==> src/rtl/lsu_mem_ctrl_if.sv <==
// Request/response handshake between the execute stage and the load/store controller.
interface lsu_mem_ctrl_if;
  logic        req_valid;
  logic        req_ready;
  logic        req_we;
  logic [1:0]  req_size;
  logic        req_unsigned;
  logic [31:0] req_addr;
  logic [31:0] req_wdata;
  logic        resp_valid;
  logic        resp_ready;
  logic [31:0] resp_rdata;
  logic        resp_err;

  modport master (
    output req_valid, req_we, req_size, req_unsigned, req_addr, req_wdata, resp_ready,
    input  req_ready, resp_valid, resp_rdata, resp_err
  );

  modport slave (
    input  req_valid, req_we, req_size, req_unsigned, req_addr, req_wdata, resp_ready,
    output req_ready, resp_valid, resp_rdata, resp_err
  );
endinterface

==> src/rtl/lsu_mem_ctrl.sv <==
// Load/store controller: one request at a time, alignment/range check, read-modify-write
// for sub-word stores, extended load data and a single response per request.
module lsu_mem_ctrl #(
  parameter int ADDR_W = 7,
  parameter int DATA_W = 32
) (
  input  logic              clk,
  input  logic              rst_n,
  lsu_mem_ctrl_if.slave     bus,
  output logic [ADDR_W-1:0] mem_address,
  output logic [DATA_W-1:0] mem_writedata,
  output logic              mem_memwrite,
  output logic              mem_memread,
  input  logic [DATA_W-1:0] mem_readdata
);

  typedef enum logic [1:0] {IDLE, RD, WR, RESP} state_e;

  state_e              state_q, state_d;
  logic [1:0]          lane_q, lane_d;
  logic [1:0]          size_q, size_d;
  logic                we_q, we_d;
  logic                uns_q, uns_d;
  logic [DATA_W-1:0]   wdata_q, wdata_d;
  logic                req_ready_q, req_ready_d;
  logic                resp_valid_q, resp_valid_d;
  logic                resp_err_q, resp_err_d;
  logic [DATA_W-1:0]   resp_rdata_q, resp_rdata_d;
  logic [ADDR_W-1:0]   mem_address_q, mem_address_d;
  logic [DATA_W-1:0]   mem_writedata_q, mem_writedata_d;
  logic                mem_memwrite_q, mem_memwrite_d;
  logic                mem_memread_q, mem_memread_d;

  function automatic logic req_bad(input logic [1:0] size, input logic [31:0] addr);
    return (size == 2'b11) ||
           (size == 2'b01 && addr[0]) ||
           (size == 2'b10 && addr[1:0] != 2'b00) ||
           (addr[31:ADDR_W] != '0);
  endfunction

  function automatic logic [DATA_W-1:0] load_extend(input logic [DATA_W-1:0] word,
                                                    input logic [1:0] lane,
                                                    input logic [1:0] size,
                                                    input logic uns);
    logic signed [7:0]  b;
    logic signed [15:0] h;
    b = word[{lane, 3'b000} +: 8];
    h = lane[1] ? word[31:16] : word[15:0];
    case (size)
      2'b00:   return uns ? {24'h0, b} : DATA_W'(b);
      2'b01:   return uns ? {16'h0, h} : DATA_W'(h);
      default: return word;
    endcase
  endfunction

  function automatic logic [DATA_W-1:0] store_merge(input logic [DATA_W-1:0] word,
                                                    input logic [DATA_W-1:0] wdata,
                                                    input logic [1:0] lane,
                                                    input logic [1:0] size);
    logic [DATA_W-1:0] m;
    m = word;
    if (size == 2'b00) begin
      m[{lane, 3'b000} +: 8] = wdata[7:0];
    end else if (lane[1]) begin
      m[31:16] = wdata[15:0];
    end else begin
      m[15:0] = wdata[15:0];
    end
    return m;
  endfunction

  always_comb begin
    state_d         = state_q;
    lane_d          = lane_q;
    size_d          = size_q;
    we_d            = we_q;
    uns_d           = uns_q;
    wdata_d         = wdata_q;
    resp_valid_d    = resp_valid_q;
    resp_err_d      = resp_err_q;
    resp_rdata_d    = resp_rdata_q;
    mem_address_d   = mem_address_q;
    mem_writedata_d = mem_writedata_q;
    mem_memwrite_d  = 1'b0;
    mem_memread_d   = 1'b0;

    case (state_q)
      IDLE: begin
        if (bus.req_valid && req_ready_q) begin
          lane_d  = bus.req_addr[1:0];
          size_d  = bus.req_size;
          we_d    = bus.req_we;
          uns_d   = bus.req_unsigned;
          wdata_d = bus.req_wdata;
          if (req_bad(bus.req_size, bus.req_addr)) begin
            state_d      = RESP;
            resp_valid_d = 1'b1;
            resp_err_d   = 1'b1;
            resp_rdata_d = '0;
          end else if (!bus.req_we || bus.req_size != 2'b10) begin
            state_d       = RD;
            mem_memread_d = 1'b1;
            mem_address_d = {bus.req_addr[ADDR_W-1:2], 2'b00};
          end else begin
            state_d         = WR;
            mem_memwrite_d  = 1'b1;
            mem_address_d   = {bus.req_addr[ADDR_W-1:2], 2'b00};
            mem_writedata_d = bus.req_wdata;
          end
        end
      end
      // mem_readdata is valid at the edge that ends RD
      RD: begin
        if (we_q) begin
          state_d         = WR;
          mem_memwrite_d  = 1'b1;
          mem_writedata_d = store_merge(mem_readdata, wdata_q, lane_q, size_q);
        end else begin
          state_d      = RESP;
          resp_valid_d = 1'b1;
          resp_err_d   = 1'b0;
          resp_rdata_d = load_extend(mem_readdata, lane_q, size_q, uns_q);
        end
      end
      WR: begin
        state_d      = RESP;
        resp_valid_d = 1'b1;
        resp_err_d   = 1'b0;
        resp_rdata_d = '0;
      end
      RESP: begin
        if (bus.resp_ready) begin
          state_d      = IDLE;
          resp_valid_d = 1'b0;
        end
      end
      default: state_d = IDLE;
    endcase

    req_ready_d = (state_d == IDLE);
  end

  always_ff @(posedge clk or negedge rst_n) begin
    if (!rst_n) begin
      state_q         <= IDLE;
      req_ready_q     <= 1'b0;
      resp_valid_q    <= 1'b0;
      resp_err_q      <= 1'b0;
      resp_rdata_q    <= '0;
      mem_address_q   <= '0;
      mem_writedata_q <= '0;
      mem_memwrite_q  <= 1'b0;
      mem_memread_q   <= 1'b0;
    end else begin
      state_q         <= state_d;
      req_ready_q     <= req_ready_d;
      resp_valid_q    <= resp_valid_d;
      resp_err_q      <= resp_err_d;
      resp_rdata_q    <= resp_rdata_d;
      mem_address_q   <= mem_address_d;
      mem_writedata_q <= mem_writedata_d;
      mem_memwrite_q  <= mem_memwrite_d;
      mem_memread_q   <= mem_memread_d;
    end
  end

  // Captured request fields are only read in RD, so they need no reset
  always_ff @(posedge clk) begin
    lane_q  <= lane_d;
    size_q  <= size_d;
    we_q    <= we_d;
    uns_q   <= uns_d;
    wdata_q <= wdata_d;
  end

  assign bus.req_ready  = req_ready_q;
  assign bus.resp_valid = resp_valid_q;
  assign bus.resp_err   = resp_err_q;
  assign bus.resp_rdata = resp_rdata_q;
  assign mem_address    = mem_address_q;
  assign mem_writedata  = mem_writedata_q;
  assign mem_memwrite   = mem_memwrite_q;
  assign mem_memread    = mem_memread_q;

endmodule

==> src/flat_wrapper.sv <==
// flat-port wrapper written by rule: the top's interface ports become plain ports
module lsu_mem_ctrl_flat 
#(
  parameter int ADDR_W = 7,
  parameter int DATA_W = 32
)
  (clk, rst_n, mem_address, mem_writedata, mem_memwrite, mem_memread, mem_readdata, bus_req_valid, bus_req_we, bus_req_size, bus_req_unsigned, bus_req_addr, bus_req_wdata, bus_resp_ready, bus_req_ready, bus_resp_valid, bus_resp_rdata, bus_resp_err);
  lsu_mem_ctrl_if bus_i ();
  input  logic clk;
  input  logic rst_n;
  output logic [ADDR_W-1:0] mem_address;
  output logic [DATA_W-1:0] mem_writedata;
  output logic mem_memwrite;
  output logic mem_memread;
  input  logic [DATA_W-1:0] mem_readdata;
  input wire logic [$bits(bus_i.req_valid)-1:0] bus_req_valid;
  input wire logic [$bits(bus_i.req_we)-1:0] bus_req_we;
  input wire logic [$bits(bus_i.req_size)-1:0] bus_req_size;
  input wire logic [$bits(bus_i.req_unsigned)-1:0] bus_req_unsigned;
  input wire logic [$bits(bus_i.req_addr)-1:0] bus_req_addr;
  input wire logic [$bits(bus_i.req_wdata)-1:0] bus_req_wdata;
  input wire logic [$bits(bus_i.resp_ready)-1:0] bus_resp_ready;
  output wire logic [$bits(bus_i.req_ready)-1:0] bus_req_ready;
  output wire logic [$bits(bus_i.resp_valid)-1:0] bus_resp_valid;
  output wire logic [$bits(bus_i.resp_rdata)-1:0] bus_resp_rdata;
  output wire logic [$bits(bus_i.resp_err)-1:0] bus_resp_err;
  assign bus_i.req_valid = bus_req_valid;
  assign bus_i.req_we = bus_req_we;
  assign bus_i.req_size = bus_req_size;
  assign bus_i.req_unsigned = bus_req_unsigned;
  assign bus_i.req_addr = bus_req_addr;
  assign bus_i.req_wdata = bus_req_wdata;
  assign bus_i.resp_ready = bus_resp_ready;
  assign bus_req_ready = bus_i.req_ready;
  assign bus_resp_valid = bus_i.resp_valid;
  assign bus_resp_rdata = bus_i.resp_rdata;
  assign bus_resp_err = bus_i.resp_err;
  lsu_mem_ctrl #(.ADDR_W(ADDR_W), .DATA_W(DATA_W)) u_core (.clk(clk), .rst_n(rst_n), .bus(bus_i), .mem_address(mem_address), .mem_writedata(mem_writedata), .mem_memwrite(mem_memwrite), .mem_memread(mem_memread), .mem_readdata(mem_readdata));
endmodule
==> config.mk <==
export PLATFORM = sky130hd
export DESIGN_NAME = lsu_mem_ctrl_flat
export DESIGN_NICKNAME = d
export VERILOG_FILES = /design/src/rtl/lsu_mem_ctrl_if.sv /design/src/rtl/lsu_mem_ctrl.sv /design/src/flat_wrapper.sv
export SDC_FILE = /design/constraint.sdc
export NUM_CORES = 1
export LEC_CHECK = 0
export ABC_AREA = 0
export BUFFER_PORTS_ARGS = -buffer_cell sky130_fd_sc_hd__buf_2
export CORE_ASPECT_RATIO = 0.8
export CORE_UTILIZATION = 45
export CTS_CLUSTER_SIZE = 30
export DETAILED_ROUTE_END_ITERATION = 12
export PLACE_DENSITY = 0.69
export SYNTH_ARGS = -nofsm -noshare
export SYNTH_HDL_FRONTEND = slang
export SYNTH_SLANG_ARGS = --single-unit
==> constraint.sdc <==
create_clock -name clk -period 4 [get_ports clk]
set_clock_uncertainty 0.2 [all_clocks]
set_input_delay 0.2 -clock clk [delete_from_list [all_inputs] [get_ports clk]]
set_output_delay 0.2 -clock clk [all_outputs]
set_load 0.03 [all_outputs]
# [After elaboration in Yosys (flattened, before gate mapping)]
# Cells that the tools add are included.
[classes] n_addsub=1 eq_ne=15 shifts=3 mux=39 n_bitwise=1 n_reduce_logical=20
[ops] cell="$mux 32" count=10
[ops] cell="$pmux 32 s2" count=2
[ops] cell="$pmux 32 s3" count=1
[ops] cell="$mux 16" count=3
[ops] cell="$bwmux 32" count=1
[ops] cell="$shift 8x7->32 const A" count=1
[ops] cell="$shiftx 32x6->8" count=1
[ops] cell="$shiftx 8x7->32" count=1
[ops] cell="$reduce_bool 25->1" count=1
[ops] cell="$mux 1" count=14
[ops] cell="$ne 2x2->1 const B" count=5
[ops] cell="$eq 2x2->1 const B" count=4
[ops] cell="$mux 2" count=4
[ops] cell="$pmux 2 s4" count=1
[ops] cell="$reduce_and 4->1" count=2
[ops] cell="$neg 5->7" count=1
[ops] cell="$eq 2x1->1 const B" count=3
[ops] cell="$logic_not 2->1" count=3
[ops] cell="$ne 2x1->1 const B" count=3
[ops] cell="$reduce_and 5->1" count=1
[ops] cell="$logic_or 1x1->1" count=4
[ops] cell="$pmux 1 s4" count=1
[ops] cell="$reduce_bool 2->1" count=2
[ops] cell="$logic_and 1x1->1" count=3
[ops] cell="other kinds (7)" count=7
[word_totals] regBits=98 inputBits=104 word_cells=93

# [Depth between registers and ports, before layout]
# Gate-level depths: netlist of the first run.
[logic_depth] ltp_word=9 depth_mapped=8 depth_no_buf=7

# [Worst setup path after synthesis of the first run]
# Ideal clock, no wire load.
[synth_timing] kind="reg-to-reg" from="register u_core.state_q[1]" to="register u_core.mem_writedata_q[10], in the netlist u_core.mem_writedata[10]" setup_time_ps=125 t_arrival_ps=2647 path_slack_ps=1028 path_stages_with_launch=9 n_path_buf=2 period_less_slack_ps=2972 path_cell_list="dfrtp_1 inv_1 ha_1 buf_2 and3_1 nor4b_4 a31oi_4 buf_6 mux2_4"
[synth_via] elab_chain_len=3 elab_cells_between_ends=9
[synth_lines] element="start: declaration" line="lsu_mem_ctrl.sv:19" rtl="state_e state_q, state_d;"
[synth_lines] element="start signal: assignment" line="lsu_mem_ctrl.sv:155" rtl="state_q <= state_d;"
[synth_lines] element="$eq 2x1->1 or $logic_not 2->1 (tied branches)"
[synth_lines] element="$ne 2x1->1 (no line), or another cell as far along"
[synth_lines] element="$reduce_and 5->1 (no line)"
[synth_lines] element="end signal: assignment" line="lsu_mem_ctrl.sv:161" rtl="mem_writedata_q <= mem_writedata_d;"
[synth_lines] element="end: declaration" line="lsu_mem_ctrl.sv:30" rtl="logic [DATA_W-1:0] mem_writedata_q, mem_writedata_d;"
# Several ways; a longest one is shown, not always the timed one.
# A chain may end at the register's enable or synchronous reset.

# [Final worst setup path of the first run]
[layout_timing] from="register u_core.lane_q[1]" to="register u_core.mem_writedata_q[11], in the netlist u_core.mem_writedata[11]"
[layout_via] elab_chain_len=6 elab_cells_between_ends=8
[layout_lines] element="start: declaration" line="lsu_mem_ctrl.sv:20" rtl="logic [1:0] lane_q, lane_d;"
[layout_lines] element="start signal: assignment" line="lsu_mem_ctrl.sv:169" rtl="lane_q <= lane_d;"
[layout_lines] element="$neg 5->7" line="lsu_mem_ctrl.sv:63" rtl="m[{lane, 3'b000} +: 8] = wdata[7:0];"
[layout_lines] element="$shiftx 8x7->32 or $shift 8x7->32 (tied branches)" line="lsu_mem_ctrl.sv:63"
[layout_lines] element="$bwmux 32" line="lsu_mem_ctrl.sv:63"
[layout_lines] element="$mux 32 (*)" line="lsu_mem_ctrl.sv:62" rtl="if (size == 2'b00) begin"
[layout_lines] element="$mux 32 (*)" line="lsu_mem_ctrl.sv:114" rtl="if (we_q) begin"
[layout_lines] element="$pmux 32 s2 (*)" line="lsu_mem_ctrl.sv:87" rtl="case (state_q)"
# Every way passes the cells marked *; elsewhere a longest branch is shown, timed or not. The select of a mux whose other input is x is not followed.

==> results.cfg, run 1 <==
[critical_path]
reg2reg_to = u_core.mem_writedata[11]
end_kind = flop
start_kind = flop
reg2reg_depth = 7
critical_path_class = flop to flop
crit_fanout = 13
required_ps = 4090
worstPathArrival_ps = 3120
r2r_start = u_core.lane_q[1]
r2r_slack_ps = 980
cp-startpoint = u_core.lane_q[1]

[yosys]
yosysSeqAreaShare_pct = 46.0
yosys_warnings = 0
yosysTopAreaCellShare_pct = 34.1
ys.flop_type = dfrtp_1
synth_area_leaders = dfrtp_1 34%, edfxtp_1 12%, mux2_4 8.1%
syn-cell-area_mm2 = 0.00557
yosys.area.top_type = dfrtp_1
synthArstFlopShare_pct = 77.6
yosysUniqueCellTypes = 47
synth_cells = 506
synth-edff-count = 22
yosys-top-cells-count = 76 x dfrtp_1, 45 x nor2_1, 38 x o21ai_0, 32 x a221oi_1, 32 x inv_1
yosys.cell_count.top_type = dfrtp_1
postSynthRegisterBits = 98
syn_avg_cell_area_um2 = 11.0

[route]
wl_per_cell_um = 20.3
first_pass_iters = 5
drc = 0
totalWireLength_mm = 17.2
dr_total_vias = 5027
viasPerCell = 5.91
ant_nets = 0
first_iter_violations = 412

[clock_network]
cts_sinks = 98
cts.htree.levels = 3
cts_buffers = 9
clkLatencyLatePin_ps = 350
post_cts_buffers = 0
clock_path_buffers = 2
cts_tree = yes
clkSlewWorstSetupHoldPaths_ps = 70
clockRootBuffer = clkbuf_16

[timing]
period_minus_slack_ps = 3020
fin_ws_ps = 975
slew_violations = 0
timing.final.crit_share_pct = 75.6
setup_violations = 0
setup_tns_ps = 0
rsz0062_at_grt = no
finalHoldViolCount = 0
max_slew_margin_pct = 22.8
worst_pin_slew_ps = 1160
max_freq_mhz = 331

[final_layout]
final_cells = 850
seq_area_mm2 = 0.00256
fin_nets = 810
diodes = 0
num-fill-cells = 969
drive_gt1_share_pct = 37.7
area_delta_synth_final_pct = 28.6
multi_input_comb_area_mm2 = 0.00273

[hold_path]
min_from = bus_req_wdata[31]
hp-class = primary input to flop
min_to = u_core.mem_writedata[31]
hold_path_depth = 3

[die]
dieArea_mm2 = 0.0128
core.rowCount = 35
ios = 180
initial_utilization_pct = 47.3
chipWidth_um = 126
die_h_um = 102
core_mm2 = 0.0118

[grt]
grt_overflow = 0
grt_pass1_wl_mm = 26.8
antenna_found_initial = 1
grt_usage_pct = 27.7
grt_pass1_vias = 4981
grt_max_degree = 77

[pwr]
power_switching_w = 0.00212
seq_power_share_pct = 32.1
leakage_nw = 3.49
netSwitchingFraction_pct = 42.2
p_comb_share_pct = 49.3
p_per_area_mw_per_mm2 = 702
pwr-share-clk_pct = 18.6
ir_drop_mv = 0.386
power_w = 0.00503
p_int_w = 0.00290

[place]
dp.cells = 805
post-dp-hpwl_mm = 12.2
portBuffers = 177
routabilityCongestion = 0.872
pre_cts_slack_ps = 1110

[run]
max-cap-violations = 0

[status]
status = finished clean
-- power groups by stage --
stage / registers, W / logic, W / clock network, W
6_report: 0.00161 / 0.00248 / 0.000934
5_1_grt: 0.00165 / 0.00265 / 0.000994
4_1_cts: 0.00161 / 0.00248 / 0.000952
3_5_place_dp: 0.00162 / 0.00244 / 0
3_3_place_gp: 0.00160 / 0.00240 / 0
2_1_floorplan: 0.00221 / 0.00115 / 0
-- logic make-up after synthesis --
logic type	count (synthesis)	synth area share, %
buf+inv	69	5.30
other cells	1	0.0673
simple gates	102	8.83
compound gates	138	18.2
mux	89	19.6
flops	98	46.0
fa+ha+maj	9	2.02
-- critical path, cell delays in order, from the launching register on --
cell and delay (ps):
edfxtp_1 640, inv_1 250, ha_1 390, nand2_1 60, nor3_1 820, a221oi_1 200, o2bb2ai_1 230, mux2_4 170
-- timing repair --
action,CTS,global route
gates resized for setup,0,0
hold buffers,29,0
hold endpoints to repair,104,0
-- worst max path at each step --
| stage | cells past startpoint | endpoint | slack, ps |
|---|---|---|---|
| 3_5_place_dp | 7 | u_core.mem_writedata[8] | 1110 |
| 6_report | 7 | u_core.mem_writedata[11] | 980 |
| 5_1_grt | 7 | u_core.mem_writedata[8] | 830 |
| 2_1_floorplan | 8 | u_core.mem_writedata[10] | 1030 |
| 3_3_place_gp | 7 | u_core.mem_writedata[21] | 1250 |
| 4_1_cts | 7 | u_core.mem_writedata[11] | 1080 |
-- through the flow --
stage / instance area (µm²) / utilization (%) / hold slack (ps)
6_report: 7160 / 60.8 / 3.66
5_1_grt: 7160 / 60.8 / 5.85
4_1_cts: 7160 / 60.8 / 0.914
3_5_place_dp: 6560 / 55.6 / 199
3_3_place_gp: 6560 / 55.6 / 200
2_1_floorplan: 5570 / - / -296
-- flip-flops by register name, indices dropped and copies added, names as in the netlist, 2 cells and up --
register,flops
u_core.state_q,2
u_core.bus.resp_rdata,32
u_core.lane_q,2
u_core.mem_writedata,32
u_core.size_q,2
u_core.mem_address,5
u_core.wdata_q,16
-- per-layer routing --
metal	global-route usage (%)	wire length, µm	share of wire [%]	vias to the layer above
met5	0	10	0.058	-
met4	8.80	391	2.3	2
met3	6.97	1550	9.0	37
met2	43.2	7760	45	281
met1	38.0	7530	44	2442
li1	-	-	-	2265
-- layout make-up --
type                       instances  area share (%)
timing repair buffer             215            17.4
clock buffer                      11            3.39
tap                              148            2.58
multi-input combinational        340            38.1
clock inverter                     5            1.07
inverter                          33            1.73
sequential                        98            35.8
-- cell usage in the layout, fill, tap and decap left out, types with 2 or more instances in the layout --
cell type | synthesis | layout
inv_1 | 32 | 32
nor2_1 | 45 | 45
a31oi_1 | 3 | 3
nand2b_1 | 9 | 9
buf_2 | 5 | 176
mux2_4 | 30 | 30
o2bb2ai_1 | 16 | 16
o221ai_1 | 8 | 8
bufinv_16 | 0 | 2
nand3b_1 | 3 | 3
ha_1 | 9 | 9
a21oi_1 | 12 | 12
o22ai_1 | 2 | 2
dlygate4sd3_1 | 0 | 29
nor3_1 | 4 | 4
nor2b_1 | 5 | 5
clkbuf_16 | 0 | 9
nand2_1 | 22 | 22
a21o_1 | 2 | 2
dfrtp_1 | 76 | 76
o211a_1 | 7 | 7
nor4_1 | 6 | 6
mux2_1 | 4 | 4
clkinv_2 | 0 | 2
buf_4 | 2 | 10
mux2i_1 | 27 | 27
a32oi_1 | 7 | 7
a221oi_1 | 32 | 32
o21ai_0 | 38 | 38
edfxtp_1 | 22 | 22
o21ai_1 | 5 | 5
conb_1 | 1 | 2
mux2_2 | 27 | 27
No activity file was read; power rests on OpenSTA's default activity.
==> run 2, diff against run 1 <==
Settings changed: PLACE_DENSITY 0.69 to 0.72.
Clock period 4 ns to 2.6 ns, I/O delays scaled along.
==> run 2 against run 1 <==
Cell count is 5.3% higher. First-iteration DRC count is 12% higher. Routed wire length is 1.9% higher. Setup slack worse by 860 ps. Non-clock buffer count is 45 higher. Cell area is 6.2% higher. Combinational power is 60% higher. Sequential power is 53% higher. Global-route usage is 0.58 points higher. Via count is 3.1% higher. Die area stayed put. Critical endpoint is now u_core.mem_writedata[23]. Largest cell class unchanged. Highest routed layer is now met4.
==> results.cfg, run 2 (synthesis gave the netlist of run 1 again) <==
[die]
ios = 180
chipWidth_um = 126
die_h_um = 102
dieArea_mm2 = 0.0128
initial_utilization_pct = 47.3
core_mm2 = 0.0118
core.rowCount = 35

[final_layout]
final_cells = 895
num-fill-cells = 914
final_cell_area_mm2 = 0.00761
multi_input_comb_area_mm2 = 0.00274
diodes = 0
area_delta_synth_final_pct = 36.6
layout_commonest_cell = buf_2
drive_gt1_share_pct = 37.5
seq_area_mm2 = 0.00256
fin_nets = 855
layout_common_cells = 176 x buf_2, 76 x dfrtp_1, 61 x dlygate4sd3_1

[grt]
met3_usage_pct = 5.65
grt_pass1_vias = 5182
grt_usage_pct = 28.3
grt_max_degree = 77
grt_overflow = 0
grt_pass1_wl_mm = 27.5
grt_util_met2_pct = 45.9
met1_usage_pct = 38.2
antenna_found_initial = 0
top_usage_layer = met2

[pwr]
pwr-share-clk_pct = 17.5
p_int_w = 0.00450
ir_drop_mv = 0.728
leakage_nw = 3.69
seq_power_share_pct = 31.6
netSwitchingFraction_pct = 42.3
p_comb_share_pct = 50.9
power_switching_w = 0.00329
p_per_area_mw_per_mm2 = 1020

[place]
post-dp-hpwl_mm = 12.4
dp.cells = 818
pre_cts_slack_ps = 140
routabilityCongestion = 0.900
portBuffers = 177
placed_area_mm2 = 0.00668

[critical_path]
crit_fanout = 26
required_ps = 2630
worstPathArrival_ps = 2520
start_kind = flop
critical_path_class = flop to flop
end_kind = flop

[route]
drc = 0
totalWireLength_mm = 17.6
first_iter_violations = 461
viasPerCell = 5.79
dr_total_vias = 5184
wl_per_cell_um = 19.6
ant_nets = 0
first_pass_iters = 5

[timing]
finalHoldViolCount = 0
timing.final.crit_share_pct = 95.6
hold_ws_ps = 1.89
worst_pin_slew_ps = 986
setup_tns_ps = 0
slew_violations = 0
max_slew_margin_pct = 34.3
rsz0062_at_grt = no
max_freq_mhz = 402
fin_ws_ps = 115
period_minus_slack_ps = 2490
setup_violations = 0

[clock_network]
cts_buffers = 9
cts.htree.levels = 3
clkLatencyLatePin_ps = 350
clock_path_buffers = 2
clkSlewWorstSetupHoldPaths_ps = 70
cts_tree = yes
cts_sinks = 98
clockRootBuffer = clkbuf_16

[status]
status = finished clean

[run]
max-cap-violations = 0

[hold_path]
hp-class = primary input to flop
==> run 2: cell types whose count changed in the layout (fill, tap and decap cells not counted), moves of 2 or more <==
| cell | delta |
|---|---|
| buf_12 | +2 |
| clkbuf_16 | +2 |
| buf_4 | +11 |
| dlygate4sd3_1 | +32 |
| bufinv_16 | -2 |
==> run 2: worst paths after layout <==
kind / startpoint / end / slack [ps] / cells past startpoint
max: u_core.state_q[1] / u_core.mem_writedata[23] / 110 / 6
min: mem_readdata[7] / u_core.bus.resp_rdata[7] / 2 / 3
max reg2reg: u_core.state_q[1] / u_core.mem_writedata[23] / 110 / 6
min reg2reg: u_core.bus.resp_rdata[12] / u_core.bus.resp_rdata[12] / 290 / 1
max in group asynchronous: rst_n / u_core.mem_writedata[5] / 1290 / 2
min in group asynchronous: rst_n / u_core.bus.resp_rdata[24] / 290 / 2
==> run 2: stage by stage <==
step	total power, W	utilization, %
after floorplan	0.00517	-
after global placement	0.00625	56.7
after detailed placement	0.00635	56.7
after CTS	0.00780	64.5
after global routing	0.00820	64.6
final	0.00779	64.6
==> run 2: power groups by stage <==
stage          registers [W]  logic, W  clock network, W
2_1_floorplan        0.00340   0.00176                 0
3_3_place_gp         0.00246   0.00379                 0
3_5_place_dp         0.00247   0.00387                 0
4_1_cts              0.00246   0.00396           0.00138
5_1_grt              0.00251   0.00423           0.00145
6_report             0.00246   0.00396           0.00136
==> run 2: cell type report <==
type                    count  share of cell area, %
multi-input cells         340                   36.0
repair buffers            260                   22.2
clock inverters             3                  0.230
inverters                  33                   1.63
clock buffers              13                   3.85
flip-flops and latches     98                   33.7
well taps                 148                   2.43
==> run 2: timing repair <==
| action | 4_1_cts | 5_1_grt |
|---|---|---|
| endpoints found under the hold margin | 150 | 0 |
| hold buffers | 61 | 0 |
| setup buffers | 0 | 0 |
| setup endpoints to repair | 0 | 5 |
| gates resized for setup | 0 | 1 |
==> run 2: critical path: stages (launching register included) <==
cell,delay [ps]
dfrtp_1,430
inv_1,130
ha_1,310
inv_1,410
a221oi_1,520
nor2_1,70
mux2_4,270
==> run 2: routing by layer <==
metal / vias up / wire length (µm)
met1: 2527 / 7800
met5: - / 0
met3: 38 / 1310
met2: 270 / 8030
met4: 0 / 430
li1: 2349 / -
